`config.mk`:
```
export PLATFORM = sky130hd
export DESIGN_NAME = seven_seg_time_display
export DESIGN_NICKNAME = d
export VERILOG_FILES = /design/src/rtl/seven_seg_time_display.sv
export SDC_FILE = /design/constraint.sdc
export NUM_CORES = 1
export LEC_CHECK = 0
export CELL_PAD_IN_SITES_DETAIL_PLACEMENT = 0
export CELL_PAD_IN_SITES_GLOBAL_PLACEMENT = 1
export CORE_MARGIN = 2
export CORE_UTILIZATION = 57
export CTS_BUF_LIST = sky130_fd_sc_hd__clkbuf_8
export DETAILED_ROUTE_END_ITERATION = 10
export DONT_BUFFER_PORTS = 1
export PLACE_DENSITY = 0.95
export SETUP_SLACK_MARGIN = 0.5
export SKIP_LAST_GASP = 1
export SLEW_MARGIN = 25
export SYNTH_ARGS = -nofsm -noshare
export SYNTH_HDL_FRONTEND = slang
export SYNTH_SLANG_ARGS = --single-unit
```
`constraint.sdc`:
```
create_clock -name clk_100MHz -period 6 [get_ports clk_100MHz]
set_clock_uncertainty 0.15 [all_clocks]
set_input_delay 0.9 -clock clk_100MHz [delete_from_list [all_inputs] [get_ports clk_100MHz]]
set_output_delay 0.9 -clock clk_100MHz [all_outputs]
set_load 0.02 [all_outputs]
```
`src/rtl/seven_seg_time_display.sv`:
```
// seven_seg_time_display
// Snapshots four BCD minute/second digits on each rising edge of the 1 Hz tick
// and time-multiplexes them onto a 4-digit common-anode, active-low 7-segment
// display. The decimal point of the minutes-ones digit acts as a blinking
// colon, and each digit slot begins with an all-anodes-off guard interval.
//
// Ports:
//   clk_100MHz        system clock
//   reset             asynchronous, active-high reset
//   tick_1Hz          50 % duty 1 Hz tick, synchronous to clk_100MHz
//   sec_1s, sec_10s   BCD seconds digits
//   min_1s, min_10s   BCD minutes digits
//   seg[6:0]          cathodes {g,f,e,d,c,b,a}, active-low (registered)
//   dp                decimal point / colon, active-low (registered)
//   an[3:0]           anodes, active-low; an[0]=sec_1s .. an[3]=min_10s (registered)
module seven_seg_time_display #(
  parameter int unsigned REFRESH_DIV  = 100_000,
  parameter int unsigned GUARD_CYCLES = 1_000,
  parameter bit          BLANK_LEAD   = 1'b1
) (
  input  logic       clk_100MHz,
  input  logic       reset,
  input  logic       tick_1Hz,
  input  logic [3:0] sec_1s,
  input  logic [3:0] sec_10s,
  input  logic [3:0] min_1s,
  input  logic [3:0] min_10s,
  output logic [6:0] seg,
  output logic       dp,
  output logic [3:0] an
);

  localparam int unsigned CNT_W = (REFRESH_DIV > 1) ? $clog2(REFRESH_DIV) : 1;
  localparam logic [CNT_W-1:0] CNT_MAX   = CNT_W'(REFRESH_DIV - 1);
  localparam logic [CNT_W-1:0] GUARD_LIM = CNT_W'(GUARD_CYCLES);

  logic [CNT_W-1:0] cnt_q, cnt_d;
  logic [1:0]       idx_q, idx_d;
  logic             t1_q, t2_q;
  logic [3:0][3:0]  snap_q, snap_d;
  logic [6:0]       seg_q, seg_d;
  logic             dp_q, dp_d;
  logic [3:0]       an_q, an_d;

  logic       wrap_c;
  logic       load_c;
  logic [3:0] digit_c;

  // BCD to active-low {g..a}; non-decimal codes show a dash
  function automatic logic [6:0] bcd_to_seg(input logic [3:0] v);
    logic [6:0] s;
    case (v)
      4'd0:    s = 7'b1000000;
      4'd1:    s = 7'b1111001;
      4'd2:    s = 7'b0100100;
      4'd3:    s = 7'b0110000;
      4'd4:    s = 7'b0011001;
      4'd5:    s = 7'b0010010;
      4'd6:    s = 7'b0000010;
      4'd7:    s = 7'b1111000;
      4'd8:    s = 7'b0000000;
      4'd9:    s = 7'b0010000;
      default: s = 7'b0111111;
    endcase
    return s;
  endfunction

  // Next-state and registered-output logic
  always_comb begin
    cnt_d  = cnt_q;
    idx_d  = idx_q;
    snap_d = snap_q;
    seg_d  = 7'h7F;
    dp_d   = 1'b1;
    an_d   = 4'hF;

    wrap_c  = (cnt_q == CNT_MAX);
    // Two-stage tick delay lets the rippling digits settle before capture
    load_c  = t1_q & ~t2_q;
    digit_c = snap_q[idx_q];

    if (wrap_c) begin
      cnt_d = '0;
      idx_d = idx_q + 2'd1;
    end else begin
      cnt_d = cnt_q + CNT_W'(1);
    end

    if (load_c) begin
      snap_d = {min_10s, min_1s, sec_10s, sec_1s};
    end

    seg_d = bcd_to_seg(digit_c);
    if (BLANK_LEAD && (idx_q == 2'd3) && (snap_q[3] == 4'd0)) begin
      seg_d = 7'h7F;
    end

    // Colon lit during the first half-second while the minutes-ones digit is up
    dp_d = ~((idx_q == 2'd2) & t2_q);

    if (cnt_q >= GUARD_LIM) begin
      an_d = ~(4'b0001 << idx_q);
    end
  end

  // State and output registers
  always_ff @(posedge clk_100MHz or posedge reset) begin
    if (reset) begin
      cnt_q  <= '0;
      idx_q  <= 2'd0;
      t1_q   <= 1'b0;
      t2_q   <= 1'b0;
      snap_q <= '0;
      seg_q  <= 7'h7F;
      dp_q   <= 1'b1;
      an_q   <= 4'hF;
    end else begin
      cnt_q  <= cnt_d;
      idx_q  <= idx_d;
      t1_q   <= tick_1Hz;
      t2_q   <= t1_q;
      snap_q <= snap_d;
      seg_q  <= seg_d;
      dp_q   <= dp_d;
      an_q   <= an_d;
    end
  end

  assign seg = seg_q;
  assign dp  = dp_q;
  assign an  = an_q;

endmodule
```
After elaboration in Yosys (flattened, before gate mapping)
Memories as Yosys holds them, arrays and structs flattened.
Cells that the tools add are included.
W data, S select, Z words.

cells by class
  add/subtract/negate cells = 2
  magnitude comparators = 2
  equality and inequality tests = 3
  shift-type cells = 1
  mux-type cells = 5
  bitwise logic cells = 5
  reduce and logical (&&, ||, !) cells = 2

operators by type and width
  operator                 number
  $add A17 B1 Y17 const B  1
  $eq A17 B17 Y1 const B   1
  $ge A17 B10 Y1 const B   1
  $mux W17                 1
  $bmux W4 S2              1
  $mux W4                  2
  $mux W7                  1
  $eq A2 B2 Y1 const B     2
  $logic_not A4 Y1         1
  $not A4 Y4               1
  $shl A1 B2 Y4 const A    1
  $lt A2 B3 Y1 const B     1
  $add A2 B1 Y2 const B    1
  $and A1 B1 Y1            2
  $not A1 Y1               2
  $logic_and A1 B1 Y1      1

storage, ports and cells
  register bits = 49
  memory bits (read-only) = 112
  input port bits = 19
  output and inout bits = 12
  memories kept = 1

memory list
  memory           words  bits a word  read ports  clocked after memory_dff  wr ports  line  source
  (no name shown)  16     7            1           0                         0         52    case (v)

Logic depth before layout (Yosys ltp)
Gate-level depths: netlist of the first run.
An unclocked memory read counts as a cell.

  depth in word-level cells = 4
  gate-level depth with buffers = 8

Worst setup path after synthesis of the first run
Ideal clock, no wire load.

  path kind = reg-to-reg
  start = register idx_q[0]
  end = register seg_q[4], in the netlist seg[4]
  arrival time = 1858 ps
  setup slack = 3914 ps
  stages on the path, launching flop included = 9
  path buffers = 1
  period minus slack after synthesis = 2086 ps
  cells stage by stage = dfrtp_1 -> buf_6 -> mux4_1 -> inv_1 -> ha_1 -> inv_1 -> mux2_4 -> mux2i_1 -> nand2_1

on the way
  longest elaborated chain between the ends = 4
  elaborated cells between the ends (all ways) = 6
  classes of those cells = 1 x eq/ne; 3 x mux; 1 x reduce/logical; 1 x memory

ends and longest elaborated chain
  element                        line  source
  start: declaration             38    logic [1:0] idx_q, idx_d;
  start signal: assignment       119   idx_q <= idx_d;
  $bmux W4 S2                    80    digit_c = snap_q[idx_q];
  $mux W4 (not written as such)  80
  $mem_v2 Z16 W7                 -
  $mux W7 (*)                    94    if (BLANK_LEAD && (idx_q == 2'd3) && (snap_q[3] == 4'd0)) begin
  net seg_d[4]                   41    logic [6:0] seg_q, seg_d;
  end signal: assignment         123   seg_q <= seg_d;
  end: declaration               41

Mark *: on every way through the listed nets, which the timed path passes. The rest lies on a longest branch. The select of a mux whose other input is x is not followed.
A chain may end at the register's enable or synchronous reset.

Final worst setup path of the first run
Ends and elaborated chain as after synthesis.

==> impl_metrics.tcl, run 1 <==
set metrics [dict create \
    crit_family "multiplexers" \
    cts_tree "done" \
    fin_setup_tns_ns 0 \
    numPortBuffers 0 \
    num_io_pins 31 \
    synth_edf_count 0 \
    cp.depth 7 \
    nNetsFinal 214 \
    post-route-drc-count 0 \
    final_hold_viol_count 0 \
    die_h_um 67.1 \
    yosys_register_bits 49 \
    status "finished clean" \
    r2r-start "idx_q[0]" \
    clockRootBuffer "clkbuf_8" \
    layout_commonest_cell "dfrtp_1" \
    start_util_pct 60.6 \
    crit_top_cell "inv_1" \
    wire_per_inst_um 15.8 \
    cp-startpoint "idx_q[0]" \
    clk_pin_slew_ns 0.09 \
    netlist_area_um2 2270 \
    avgSynthCellArea_um2 12.4 \
    holdBufCountCts 0 \
    antenna_cells 0 \
    rr_endpoint "seg[4]" \
    cts_resized 0 \
    via_count 1307 \
    finalSetupViolations 0 \
    worst_path_max_delay_cell "mux4_1" \
    cts.sinks 49 \
    drv_cap 0 \
    ys_warn_count 0 \
    ctsLongestPathBuffers 2 \
    grt_pass1_wl_um 6340 \
    critPathRequiredTime_ns 6.09 \
    synthArstFlopShare_pct 100 \
    row_count 22 \
    end_kind "register" \
    rsz0062_at_grt "no" \
    avgViaCountPerCell 5.61 \
    powerDensity_nw_per_um2 288 \
    startpoint_type "register" \
    cp_cell_sequence "mux4_1 -> inv_1 -> ha_1 -> inv_1 -> mux2_4 -> mux2i_1 -> nand2_1" \
    ys.flop_type "dfrtp_1" \
    grtUsageTotal_pct 19.4 \
    drt-total-wl_um 3670 \
    antenna_found_initial 0 \
    grt_use_met2_pct 30.3 \
    place_hpwl_um 2620 \
    core_um2 3740 \
    max_freq_ghz 0.441 \
    grt_overflow 0 \
    r2r_slack_ns 3.73 \
    final_cells 233 \
    drtIter0Drc 73 \
    cts_setup_buffers 0 \
    finalCritPeriodShare_pct 37.8 \
    fin_area_um2 2400 \
    htreeDepth 2 \
    slew_headroom_pct 46.9 \
    reg2reg_depth 7 \
    vdd_drop_max_v 0.000237 \
    clk_latency_ns 0.30 \
    synth_cell_types 33 \
    die-area_um2 4500 \
    path_class "register to register" \
    path_max_fanout 7 \
    grt_max_degree 50 \
    power_leakage_nw 1.02 \
    fin_crit_ns 2.27 \
    drtAntennaViolNets 0 \
    p_total_mw 0.692 \
    area_growth_pct 5.96 \
    dp_cells 225 \
    final_cell_mix "37 x dfrtp_1, 16 x mux2_2, 16 x nand2_1" \
    syn-num-nets 213 \
    post_dp_cell_area_um2 2290 \
    grtUsageMet3_pct 5.24 \
    cp-endpoint "seg[4]" \
    dr.pass1.iters 4 \
    final-max-slew-violation-count 0 \
    die_w_um 67.1 \
    critPathMaxStageDelay_ns 0.70 \
    synth-seq-area-share_pct 54.7 \
    busiest_layer "met2" \
    gp_congestion 0.816 \
    grt_use_met1_pct 24.8 \
    syn_inst 183 \
    grt_pass1_vias 1351 \
    cts_buffers 5 \
    critPathBufInv 2 \
    drive_gt1_share_pct 22.7 \
    worstPathArrival_ns 2.35 \
    worst_pin_slew_ns 0.796 \
    holdCritPathClass "register to register" \
]
## cell families (layout without fill, tap and decap cells)
kind of cell	Yosys count	in the layout	synth area share (%)
buffers and inverters	17	19	3.42
DFF	49	49	54.7
adders and majority gates	11	11	6.07
AOI/OAI and AO/OA	14	14	3.86
muxes	24	24	14.4
and+or+nand+nor	54	54	12.1
xor gates and xnor gates	14	14	5.41
## sequential cells by signal, indices dropped and copies added (netlist names)
name / cells
t1_q: 1
snap_q: 16
t2_q: 1
an: 4
cnt_q: 17
idx_q: 2
dp: 1
seg: 7
## per-stage QoR
step / hold slack, ns / setup slack [ns] / util, %
final: 0.236 / 3.73 / 64.2
after global routing: 0.249 / 3.58 / 64.2
after CTS: 0.241 / 3.72 / 64.1
after detailed placement: 0.223 / 3.75 / 61.3
after global placement: 0.209 / 3.84 / 61.2
after floorplan: 0.197 / 3.80 / -
## cell usage after synthesis (2+ instances only)
| master | number | area [um2] |
|---|---|---|
| dfrtp_1 | 37 | 926 |
| mux2_2 | 16 | 180 |
| nand2_1 | 16 | 60.1 |
| dfstp_2 | 12 | 315 |
| ha_1 | 11 | 138 |
| inv_1 | 11 | 41.3 |
| nor2_1 | 11 | 41.3 |
| xnor2_1 | 11 | 96.3 |
| nand3_1 | 7 | 35.0 |
| o21ai_0 | 6 | 30.0 |
| nand4_1 | 5 | 31.3 |
| nor3_1 | 4 | 20.0 |
| a21oi_1 | 3 | 15.0 |
| and4_1 | 3 | 26.3 |
| mux2i_1 | 3 | 30.0 |
| mux4_1 | 3 | 78.8 |
| xor2_1 | 3 | 26.3 |
| buf_2 | 2 | 10.0 |
| clkbuf_1 | 2 | 7.51 |
| nor2b_1 | 2 | 12.5 |
| nor4_1 | 2 | 12.5 |
| o211ai_1 | 2 | 15.0 |
## how the worst min path moves through the flow
stage	end	startpoint	cells after the start
floorplan	t2_q	t1_q	0
global placement	t2_q	t1_q	0
detailed placement	t2_q	t1_q	0
CTS	t2_q	t1_q	0
global route	t2_q	t1_q	0
finish	t2_q	t1_q	0
## metal layers
metal,wire [um],up-vias
li1,-,633
met1,1650,640
met2,1770,28
met3,158,6
met4,87,0
met5,0,-
## power by group
part / switching, mW / total [mW] / internal (mW)
Combinational: 0.0338 / 0.0674 / 0.0336
Clock: 0.106 / 0.228 / 0.122
Sequential: 0.0292 / 0.396 / 0.367
Total: 0.169 / 0.692 / 0.523
## final cells by class
cell class	instances	area (um2)
inverter	11	42.5
clock buffer	5	68.8
clock inverter	3	38.8
fill	305	1340
tap	48	60.1
sequential	49	1240
multi-input combinational	117	951
Note: power is estimated with default switching activity, not from simulation.
==> run 2, diff against run 1 <==
- ABC_AREA: default -> 1
- CORE_UTILIZATION: 57 -> 45
- PLACE_DENSITY: 0.95 -> 0.88
- clock period: 6 -> 2 ns (I/O delays scaled with it)
==> run 2 against run 1 <==
Register-to-register slack worse by 3.3 ns. Routed wire length is 50% higher. Setup slack worse by 3.3 ns. Fmax is 46% higher. Power grew to 3.2 times the previous value. Non-clock buffer count is 41 higher. Sequential power grew to 3.0 times the previous value. Clock power grew to 3.1 times the previous value. Sequential cell count stayed put. Via count is 52% higher. Synthesized area is 11% higher. Hold slack worse by 0.22 ns.
==> impl_metrics.tcl, run 2 <==
set metrics [dict create \
    status "finished clean" \
    htreeDepth 2 \
    die-area_um2 6210 \
    avgSynthCellArea_um2 9.02 \
    area_growth_pct 31.9 \
    grt_pass1_wl_um 9000 \
    slew_headroom_pct 45.5 \
    worst_pin_slew_ns 0.813 \
    yosysTopAreaCellShare_pct 36.8 \
    vdd_drop_max_v 0.000466 \
    num_io_pins 31 \
    utilization_pct 61.1 \
    die_h_um 78.8 \
    seq_power_share_pct 53.7 \
    synth-seq-area-share_pct 49.3 \
    largest_register "cnt_q" \
    layout_commonest_cell "nand2_1" \
    synth_top_cell_by_area "dfrtp_1" \
    dr.max_layer_used "met4" \
    p_int_mw 1.64 \
    path_class "register to register" \
    r2r-start "idx_q[0]" \
    final-max-slew-violation-count 0 \
    cts_tree "done" \
    grt_pass1_vias 1955 \
    finalCritPeriodShare_pct 77.3 \
    antenna_found_initial 0 \
    final_hold_viol_count 0 \
    yosys_register_bits 49 \
    dp_cells 351 \
    finalSetupViolations 0 \
    critPathRequiredTime_ns 2.09 \
    holdCritPathClass "input port to register" \
    syn-num-nets 309 \
    yosysMostFrequentCell "nand2_1" \
    die_w_um 78.8 \
    end_kind "register" \
    synthTopCellsByArea "dfrtp_1 37%, dfstp_2 13%, nand2_1 9.5%" \
    avgViaCountPerCell 4.98 \
    clk_latency_ns 0.30 \
    wl_met3_um 292 \
    start_util_pct 46.3 \
    clockRootBuffer "clkbuf_8" \
    startpoint_type "register" \
    cts_buffers 5 \
    clk_pin_slew_ns 0.09 \
    drt-total-wl_um 5510 \
    ys_warn_count 0 \
    wl_met2_um 2690 \
    fin_area_um2 3320 \
    post-route-worst-setup-slack_ns 0.453 \
    ctsLongestPathBuffers 2 \
    cp-startpoint "idx_q[0]" \
    fin_crit_ns 1.55 \
    powerDensity_nw_per_um2 673 \
    core_um2 5440 \
    drtIter0Drc 100 \
    pwr-share-clk_pct 31.2 \
    dr.pass1.iters 4 \
    synth_cell_types 28 \
    netlist_area_um2 2520 \
    place_hpwl_um 3530 \
    grt_max_degree 35 \
    m1WireLength_um 2460 \
    drive_gt1_share_pct 38.2 \
    combPwrFrac_pct 15.0 \
    grt_overflow 0 \
    synthArstFlopShare_pct 100 \
    rsz0062_at_grt "yes" \
    synth_top_cells_by_count "64 x nand2_1, 37 x dfrtp_1, 32 x inv_1, 32 x nand3_1, 29 x nor2_1" \
    post-place-ws_ns 0.192 \
    swShare_pct 26.8 \
    drtAntennaViolNets 0 \
    row_count 27 \
    p_total_mw 2.23 \
    antenna_cells 0 \
    post-route-drc-count 0 \
    p_sw_mw 0.599 \
    ys.flop_type "dfrtp_1" \
    hold_slack_ns 0.0163 \
    drv_cap 0 \
    final_cell_mix "47 x nand2_1, 34 x dfrtp_1, 26 x inv_1, 26 x nor2_1" \
    worstPathArrival_ns 1.64 \
    wire_per_inst_um 13.8 \
    grtUsageTotal_pct 18.5 \
    post_dp_cell_area_um2 2640 \
    power_leakage_nw 1.50 \
    syn_inst 279 \
    hold_path.startpoint "min_10s[1]" \
    nNetsFinal 356 \
    cts.sinks 49 \
    final_cells 399 \
    numPortBuffers 0 \
    path_max_fanout 8 \
    fin_setup_tns_ns 0 \
    via_count 1989 \
    gp_congestion 0.932 \
    synth_edf_count 0 \
    max_freq_ghz 0.646 \
    largest_reg_flops 17 \
]
run 2: cell count changes in the layout (fill, tap and decap cells not counted), sizes merged, moves of 6 or more:
cell,change
nand3,+27
buf,+25
dlygate4sd3,+16
xnor2,-10
inv,+24
nand2,+54
nor2,+24
xor2,+6
run 2: area by class of cell:
type / count / area [um2]
Clock inverter: 3 / 42.5
Multi-Input combinational cell: 193 / 1340
Fill cell: 444 / 2120
Sequential cell: 49 / 1240
Timing Repair Buffer: 41 / 380
Clock buffer: 5 / 68.8
Inverter: 35 / 148
Timing Repair inverter: 1 / 5.00
Tap cell: 72 / 90.1
run 2: kinds of logic (layout without fill, tap and decap cells):
logic type / Yosys count / in the layout / synth area share, %
adders and majority gates: 11 / 11 / 5.47
muxes: 14 / 14 / 6.26
and+or+nand+nor: 150 / 150 / 27.6
buffers and inverters: 37 / 85 / 6.06
xor gates and xnor gates: 10 / 10 / 3.48
AOI/OAI and AO/OA: 8 / 8 / 1.79
DFF: 49 / 49 / 49.3
run 2: path summary, 6_finish.rpt:
check | slack, ns | cells past startpoint | end
max | 0.45 | 9 | seg[4]
min | 0.02 | 2 | snap_q[13]
max reg2reg | 0.45 | 9 | seg[4]
min reg2reg | 0.25 | 1 | dp
max in group asynchronous | 0.78 | 2 | cnt_q[14]
min in group asynchronous | 0.39 | 2 | snap_q[4]
run 2: per-layer routing:
metal,GRT usage [%],up-vias
li1,-,982
met1,23.5,961
met4,5.26,0
met5,0,-
met3,4.55,6
met2,31.6,40
run 2: worst max-delay path: stages (launching register included):
cell and delay [ns]:
dfrtp_2 0.50, inv_6 0.12, nand2_2 0.05, nand3_2 0.08
nand2_4 0.09, inv_4 0.08, ha_2 0.18, nand3_1 0.08
nand3_1 0.09, nand2_1 0.07
run 2: repair_timing:
| item | in CTS | in global routing |
|---|---|---|
| endpoints found under the hold margin | 44 | 0 |
| setup endpoints to repair | 13 | 32 |
| resized for setup | 41 | 17 |
| buffers inserted | 17 | 6 |
| pin swaps | 17 | 13 |
| hold buffers | 16 | 0 |
| gates cloned | 0 | 1 |
run 2: power by group through the flow:
stage / combinational, mW / sequential (mW) / clock [mW]
after global routing: 0.369 / 1.21 / 0.740
after detailed placement: 0.226 / 1.21 / 0
after floorplan: 0.186 / 1.19 / 0
final: 0.336 / 1.20 / 0.698
after CTS: 0.324 / 1.20 / 0.706
after global placement: 0.218 / 1.21 / 0
==> run 3, diff against run 2 <==
- clock period: 2 -> 1.39 ns (I/O delays scaled with it)
==> run 3 against run 2 <==
Count of clock-buffer cells in the layout unchanged. Sequential cell count unchanged. First-iteration DRC count increased by 86%. Largest cell class unchanged. Highest routed layer unchanged. Routed wire length increased by 23%. Combinational power rose by 110%. Non-clock buffer count rose by 8. Largest power group unchanged. Global-route usage up 1.9 points. The run now ends with hold timing, setup timing left. Critical path depth grew 1. Hold slack lost 0.15 ns. Core utilization is 8.0 points higher.
==> impl_metrics.tcl, run 3 (synthesis gave the netlist of run 2 again) <==
set metrics [dict create \
    power_leakage_nw 1.70 \
    final_cell_mix "46 x nand2_1, 32 x dfrtp_1, 30 x buf_4" \
    place_hpwl_um 3870 \
    worst_path_max_delay_cell "dfrtp_1" \
    swShare_pct 29.3 \
    vdd_drop_max_v 0.000627 \
    critPathRequiredTime_ns 1.50 \
    critPathBufInv 3 \
    die_w_um 78.8 \
    antenna_found_initial 0 \
    grt_max_degree 50 \
    grtUsageTotal_pct 20.4 \
    die-area_um2 6210 \
    core_um2 5440 \
    grt_overflow 0 \
    path_max_fanout 7 \
    clk_pin_slew_ns 0.10 \
    worst_pin_slew_ns 0.252 \
    grt_pass1_wl_um 9850 \
    drive_gt1_share_pct 49.9 \
    final_hold_viol_count 14 \
    holdCritPathClass "input port to register" \
    antenna_cells 0 \
    end_kind "register" \
    cts.sinks 49 \
    fin_crit_ns 1.61 \
    fin_setup_tns_ns -1.67 \
    cp_cell_sequence "buf_6 -> nand2_1 -> nand3_4 -> nand2_8 -> inv_4 -> ha_4 -> inv_2 -> nand2_2 -> nand3_2 -> nand3_2" \
    start_util_pct 46.3 \
    htreeDepth 2 \
    avgViaCountPerCell 5.16 \
    drtAntennaViolNets 0 \
    via_count 2112 \
    finalSetupViolations 20 \
    numPortBuffers 0 \
    combPwrFrac_pct 20.3 \
    fin_area_um2 3760 \
    ctsLongestPathBuffers 2 \
    area_growth_pct 49.3 \
    max_freq_ghz 0.622 \
    post-route-drc-count 0 \
    grt_pass1_vias 2086 \
    finalCritPeriodShare_pct 116 \
    gp_congestion 0.911 \
    holdBufCountCts 4 \
    cts_tree "done" \
    largest_reg_flops 17 \
    critPathMaxStageDelay_ns 0.40 \
    p_int_mw 2.47 \
    powerDensity_nw_per_um2 930 \
    nFillCells 364 \
    nNetsFinal 366 \
    die_h_um 78.8 \
    post-route-worst-setup-slack_ns -0.217 \
    num_io_pins 31 \
    startpoint_type "register" \
    clk_latency_ns 0.32 \
    p_sw_mw 1.03 \
    drv_cap 0 \
    slew_headroom_pct 83.1 \
    wl_met3_um 455 \
    pwr-share-clk_pct 30.2 \
    violations "hold timing, setup timing" \
    path_class "register to register" \
    wl_met2_um 3370 \
    rsz0062_at_grt "yes" \
    wire_per_inst_um 16.6 \
    crit_family "simple AND/OR/NAND/NOR gates" \
    dr.pass1.iters 6 \
    cts_buffers 5 \
    largest_register "cnt_q" \
    hold_slack_ns -0.130 \
    final_cells 409 \
    worstPathArrival_ns 1.72 \
    dr.max_layer_used "met4" \
    status "complete, but fails checks" \
    post_dp_cell_area_um2 2950 \
    row_count 27 \
    clockRootBuffer "clkbuf_8" \
    dp_cells 379 \
    seq_power_share_pct 49.5 \
    drtIter0Drc 186 \
    p_total_mw 3.50 \
    m1WireLength_um 2810 \
    crit_top_cell "nand3_2" \
    multiInputGateArea_um2 1670 \
    drt-total-wl_um 6790 \
    layout_commonest_cell "nand2_1" \
    final-max-slew-violation-count 0 \
    ff_latch_area_um2 1250 \
]
==> run 3: changes by cell type in the layout (fill, tap and decap cells not counted), sizes merged <==
cell and change:
buf +19, clkbuf +1, clkinv +2, clkinvlp -1, dlygate4sd3 -12, inv -2, nand2 +3
==> run 3: routing by layer <==
layer  track usage [%]  up-vias
li1                  -     1010
met1              27.2     1000
met2              32.6       88
met3              4.89       14
met4              7.19        0
met5                 0        -
==> run 3: layout make-up <==
cell class / count / area share [%]
well taps: 72 / 2.40
inverters: 35 / 4.33
clock buffers: 5 / 1.83
repair buffers: 49 / 12.6
flip-flops and latches: 49 / 33.2
multi-input cells: 196 / 44.5
clock inverters: 3 / 1.17
==> run 3: what timing repair did <==
item / in CTS / in global routing
resized for setup: 61 / 42
buffers inserted: 8 / 6
pin swaps: 22 / 17
gates cloned: 3 / 1
endpoints found under the hold margin: 66 / 14
endpoints found under the setup margin: 59 / 71
==> run 3: power by group through the flow <==
stage | clock network, mW | logic (mW) | registers [mW]
floorplan | 0 | 0.307 | 1.72
global placement | 0 | 0.390 | 1.74
detailed placement | 0 | 0.401 | 1.74
CTS | 1.06 | 0.554 | 1.72
global route | 1.13 | 0.759 | 1.75
finish | 1.06 | 0.708 | 1.73
==> run 3: through the flow <==
step / utilization [%] / worst slack (ns)
after global placement: 54.3 / -0.159
after global routing: 69.1 / -0.290
after floorplan: - / -0.122
final: 69.1 / -0.217
after detailed placement: 54.3 / -0.232
after CTS: 63.8 / -0.141
==> run 3: final timing paths <==
path,start,end,slack [ns],cells after the start
max reg2reg,idx_q[0],seg[3],-0.22,10
min,min_1s[3],snap_q[11],-0.13,1
max in group asynchronous,reset,dp,0.58,3
max,idx_q[0],seg[3],-0.22,10
min in group asynchronous,reset,idx_q[1],0.29,3
min reg2reg,t2_q,dp,0.37,1
